===== config.mk =====
export PLATFORM = sky130hd
export DESIGN_NAME = alu_result_stage
export DESIGN_NICKNAME = d
export VERILOG_FILES = /design/src/rtl/alu_pkg.sv /design/src/rtl/alu_logic_sel.sv /design/src/rtl/alu_result_stage.sv
export SDC_FILE = /design/constraint.sdc
export NUM_CORES = 1
export LEC_CHECK = 0
export BUFFER_PORTS_ARGS = -buffer_cell sky130_fd_sc_hd__buf_2
export CORE_ASPECT_RATIO = 2
export CORE_UTILIZATION = 30
export DETAILED_ROUTE_END_ITERATION = 8
export PLACE_DENSITY = 0.5
export SYNTH_ARGS = -nofsm -noshare
export SYNTH_HDL_FRONTEND = slang
export SYNTH_SLANG_ARGS = --single-unit

===== constraint.sdc =====
create_clock -name clk -period 2.2 [get_ports clk]
set_input_delay 0.11 -clock clk [delete_from_list [all_inputs] [get_ports clk]]
set_output_delay 0.11 -clock clk [all_outputs]
set_load 0.05 [all_outputs]

===== src/rtl/alu_pkg.sv =====
// Shared definitions for the ALU result stage: logic-op encodings, default
// widths and the result-buffer occupancy states.
package alu_pkg;

  localparam int DEF_WIDTH = 32;
  localparam int DEF_REGW  = 5;

  typedef enum logic [1:0] {
    OP_AND = 2'b00,
    OP_OR  = 2'b01,
    OP_XOR = 2'b10,
    OP_NOR = 2'b11
  } alu_op_e;

  // Encoding equals the number of buffered entries.
  typedef enum logic [1:0] {
    ST_EMPTY = 2'd0,
    ST_ONE   = 2'd1,
    ST_FULL  = 2'd2
  } buf_state_e;

endpackage


===== src/rtl/alu_logic_sel.sv =====
// Picks one of the parallel logic-unit results and derives its zero and
// negative flags. Purely combinational.
module alu_logic_sel
  import alu_pkg::*;
#(
  parameter int WIDTH = DEF_WIDTH
) (
  input  logic [1:0]       op,
  input  logic [WIDTH-1:0] and_res,
  input  logic [WIDTH-1:0] or_res,
  input  logic [WIDTH-1:0] xor_res,
  output logic [WIDTH-1:0] result,
  output logic             zero,
  output logic             neg
);

  always_comb begin
    result = and_res;
    case (alu_op_e'(op))
      OP_AND:  result = and_res;
      OP_OR:   result = or_res;
      OP_XOR:  result = xor_res;
      OP_NOR:  result = ~or_res;
      default: result = and_res;
    endcase
  end

  assign zero = (result == '0);
  assign neg  = result[WIDTH-1];

endmodule


===== src/rtl/alu_result_stage.sv =====
// Two-entry in-order result buffer between the logic units and writeback.
// Handshake: a beat transfers on a rising edge where valid && ready are both
// high; in_ready is registered and out_valid reflects a non-empty buffer.
module alu_result_stage
  import alu_pkg::*;
#(
  parameter int WIDTH = DEF_WIDTH,
  parameter int REGW  = DEF_REGW
) (
  input  logic             clk,
  input  logic             reset,
  input  logic             in_valid,
  output logic             in_ready,
  input  logic [1:0]       in_op,
  input  logic [WIDTH-1:0] in_and,
  input  logic [WIDTH-1:0] in_or,
  input  logic [WIDTH-1:0] in_xor,
  input  logic [REGW-1:0]  in_rd,
  output logic             out_valid,
  input  logic             out_ready,
  output logic [WIDTH-1:0] out_result,
  output logic [REGW-1:0]  out_rd,
  output logic             out_zero,
  output logic             out_neg,
  output logic [1:0]       dbg_state
);

  buf_state_e       state_q, state_d;
  logic             in_ready_q, in_ready_d;
  logic             wr_ptr_q, wr_ptr_d;
  logic             rd_ptr_q, rd_ptr_d;
  logic [WIDTH-1:0] res_q  [0:1];
  logic [WIDTH-1:0] res_d  [0:1];
  logic [REGW-1:0]  rd_q   [0:1];
  logic [REGW-1:0]  rd_d   [0:1];
  logic             zero_q [0:1];
  logic             zero_d [0:1];
  logic             neg_q  [0:1];
  logic             neg_d  [0:1];

  logic [WIDTH-1:0] sel_result;
  logic             sel_zero;
  logic             sel_neg;
  logic             push;
  logic             pop;

  alu_logic_sel #(.WIDTH(WIDTH)) u_sel (
    .op      (in_op),
    .and_res (in_and),
    .or_res  (in_or),
    .xor_res (in_xor),
    .result  (sel_result),
    .zero    (sel_zero),
    .neg     (sel_neg)
  );

  assign push = in_valid && in_ready_q;
  assign pop  = out_valid && out_ready;

  always_comb begin
    state_d  = state_q;
    wr_ptr_d = wr_ptr_q;
    rd_ptr_d = rd_ptr_q;
    res_d    = res_q;
    rd_d     = rd_q;
    zero_d   = zero_q;
    neg_d    = neg_q;

    // Flags are frozen with the result so writeback sees them consistent.
    if (push) begin
      res_d[wr_ptr_q]  = sel_result;
      rd_d[wr_ptr_q]   = in_rd;
      zero_d[wr_ptr_q] = sel_zero;
      neg_d[wr_ptr_q]  = sel_neg;
      wr_ptr_d         = ~wr_ptr_q;
    end
    if (pop) begin
      rd_ptr_d = ~rd_ptr_q;
    end

    case (state_q)
      ST_EMPTY: if (push) state_d = ST_ONE;
      ST_ONE: begin
        if (push && !pop)      state_d = ST_FULL;
        else if (pop && !push) state_d = ST_EMPTY;
      end
      ST_FULL:  if (pop) state_d = ST_ONE;
      default:  state_d = ST_EMPTY;
    endcase

    in_ready_d = (state_d != ST_FULL);
  end

  always_ff @(posedge clk) begin
    if (reset) begin
      state_q    <= ST_EMPTY;
      in_ready_q <= 1'b0;
      wr_ptr_q   <= 1'b0;
      rd_ptr_q   <= 1'b0;
      for (int i = 0; i < 2; i++) begin
        res_q[i]  <= '0;
        rd_q[i]   <= '0;
        zero_q[i] <= 1'b0;
        neg_q[i]  <= 1'b0;
      end
    end else begin
      state_q    <= state_d;
      in_ready_q <= in_ready_d;
      wr_ptr_q   <= wr_ptr_d;
      rd_ptr_q   <= rd_ptr_d;
      res_q      <= res_d;
      rd_q       <= rd_d;
      zero_q     <= zero_d;
      neg_q      <= neg_d;
    end
  end

  assign in_ready   = in_ready_q;
  assign out_valid  = (state_q != ST_EMPTY);
  assign out_result = res_q[rd_ptr_q];
  assign out_rd     = rd_q[rd_ptr_q];
  assign out_zero   = zero_q[rd_ptr_q];
  assign out_neg    = neg_q[rd_ptr_q];
  assign dbg_state  = state_q;

endmodule


==> impl_metrics.ini <==
[clock_network]
cts_tree = done
numCtsBuffers = 9
cts-resized-gates = 0
cts.sinks = 81
clock_latency_ps = 340
htree_levels = 3
clockBufferDepth = 2
clk_pin_slew_ps = 60
clock-root-buffer = clkbuf_16

[sta]
fin_ws_ps = 295.0
slew_viol_final = 0
setup_viol = 0
fin_hold_ws_ps = 10.24
fmax_mhz = 524.9
rsz0062_at_grt = no
period_share_pct = 86.59
relSlewSlack_pct = 55.09
fin_setup_tns_ps = 0
fin_crit_ps = 1905
finalHoldViolations = 0
fin_skew_ps = 6.486
max_slew.worst_pin.slew_ps = 673.7

[power_and_ir_drop]
cellLeakagePower_nw = 2.597
power_density_nw_per_um2 = 723.1
irDropWorstVdd_mv = 0.4584

[finish]
syn2layout_area_growth_pct = 30.59
drive_above_1_share_pct = 32.41
n_antenna_cell = 0
fin_util_pct = 40.06
layout.nets = 790

[global_route]
grt_pass1_wl_mm = 22.05
grt_max_degree = 57
grt_pass1_vias = 4386
grt_overflow = 0
antenna_found_initial = 0
grt.total_usage_pct = 20.07

[routing]
num_vias = 4317
ant_nets = 0
drc = 0
vias_per_cell = 4.922
wirelength_mm = 14.26
drt-initial-drc-count = 123
dr.pass1.iters = 5
routedWlPerCell_um = 16.26

[critical_path]
rr_worst_depth = 5
timing.rr.end = res_q[56]
cp_slowest_cell = dfxtp_2
crit_type = reg -> out
rr_startpoint = in_ready
cp_cell_sequence = buf_12 > mux2_2 > buf_2
cp.depth = 3
startpoint_type = flop
path_delay_family = flip-flops
slowest_delay_ps = 570
ff2ff_setup_slack_ps = 470
crit_path_end_kind = primary output
worst_ep_required_time_ps = 2090
endpoint = out_result[2]
crit_buf_inv = 2
cp-startpoint = rd_ptr_q
cp.arrival_ps = 1800
critical_path.max_fanout = 27

[synth]
syn-num-nets = 657
yosys_register_bits = 81
synth_flop_cell = dfxtp_1
synth_seq_area_share_pct = 38.26
avgSynthCellArea_sq_um = 7.705
synth-edff-count = 0
synth_cell_types = 31
synth_area_sq_um = 4238
yosys_warnings = 0
synthCells = 550
async_reset_ff_share_pct = 0

[placed_design]
io_buffer_count = 149
gp_congestion = 0.8168
dp_slack_ps = 77.81
place_hpwl_mm = 10.85

[job]
drv_cap = 0

[floorplanning]
die_w_um = 86.04
row_count = 61
start_util_pct = 30.68
core_area_sq_um = 13810
ios = 150
die_h_um = 170.1
die-area_sq_um = 14630

[run_status]
status = complete, no violations

[min_path]
holdCritPathClass = in -> reg
flip-flops by register name, indices dropped and copies added (netlist names):
name,flops
rd_q,10
zero_q,2
wr_ptr_q,1
in_ready,1
res_q,64
rd_ptr_q,1
dbg_state,2
per-stage QoR:
| stage | std cells | power (mW) | area (sq um) |
|---|---|---|---|
| 2_1_floorplan | 550 | 2.128 | 4238 |
| 3_3_place_gp | 856 | 2.400 | 5159 |
| 3_5_place_dp | 856 | 2.410 | 5159 |
| 4_1_cts | 877 | 4.060 | 5534 |
| 5_1_grt | 877 | 4.194 | 5534 |
| 6_report | 877 | 4.002 | 5534 |
report_power, final:
| part | switching, mW | leakage, nW | total [mW] | internal, mW |
|---|---|---|---|---|
| sequential | 0.0371 | 0.659 | 1.56 | 1.53 |
| clock | 0.620 | 0.161 | 1.63 | 1.01 |
| combinational | 0.523 | 1.78 | 0.814 | 0.291 |
routing by layer:
layer	track usage [%]	wire, um	share of wire, %
met5	0	0	0
met4	9.203	549	3.9
met3	4.171	632	4.4
met2	39.99	8076	57
met1	18.76	4998	35
worst min path at each step:
stage / start / to / slack [ps] / depth (start not counted)
floorplan: out_ready / dbg_state[1] / 190 / 1
global placement: in_rd[1] / rd_q[1] / 340 / 2
detailed placement: in_rd[1] / rd_q[1] / 340 / 2
CTS: in_rd[3] / rd_q[3] / 0.3 / 2
global route: in_rd[3] / rd_q[3] / 10 / 2
finish: in_rd[3] / rd_q[3] / 10 / 2
cells in the mapped netlist, drive strengths merged (2+ instances only):
cell type  count  area, sq um
nand4          4        25.02
a22o           5        43.79
dfxtp         81         1622
a211o         32        280.3
nor2         103        386.6
clkbuf        30        112.6
mux2          38        427.9
and2          32        202.7
a21oi         39        195.2
or2            3        18.77
buf           12        77.57
o21ai         65        325.3
nand2         78        292.8
a31oi          2        12.51
a22oi         16        125.1
placed cells by master, fill, tap and decap left out:
cell,n
o22a_1,1
buf_12,3
o21ai_0,61
buf_4,7
mux2i_1,1
and2_4,1
nor3_1,1
o31ai_4,1
bufinv_16,2
inv_2,1
xor2_1,1
clkinv_2,1
a22oi_1,15
nand3_1,1
dlygate4sd3_1,5
clkinv_4,1
or4_4,1
clkbuf_16,9
dfxtp_1,80
inv_6,3
dfxtp_2,1
a31oi_4,1
mux2_2,38
o21ai_1,4
nand4_1,4
nand3b_1,1
nor2_1,103
a22o_1,5
and2_1,31
a31oi_1,1
a22oi_2,1
a211o_1,32
nand2_1,78
buf_2,149
a21oi_1,39
or2_2,3
and3b_1,1
cells by family (layout without fill, tap and decap cells):
| kind of cell | Yosys count | in the layout | synth area share, % |
|---|---|---|---|
| AOI/OAI and AO/OA | 161 | 161 | 23.89 |
| xor gates and xnor gates | 1 | 1 | 0.2067 |
| buffers and inverters | 43 | 181 | 4.576 |
| DFF | 81 | 81 | 38.26 |
| muxes | 39 | 39 | 10.33 |
| and+or+nand+nor | 225 | 225 | 22.73 |
area by class of cell:
type | instances | area (sq um)
Sequential cell | 81 | 1623
Tap cell | 189 | 236.5
Fill cell | 1447 | 8280
Timing Repair Buffer | 164 | 908.4
Multi-Input combinational cell | 426 | 2437
Clock buffer | 9 | 225.2
Clock inverter | 7 | 100.1
Inverter | 1 | 3.754
what timing repair did:
| action | CTS | global route |
|---|---|---|
| hold endpoints to repair | 5 | 0 |
| hold buffers | 5 | 0 |
| setup buffers | 0 | 0 |
| endpoints found under the setup margin | 0 | 0 |
Note: power is estimated with default switching activity, not from simulation.
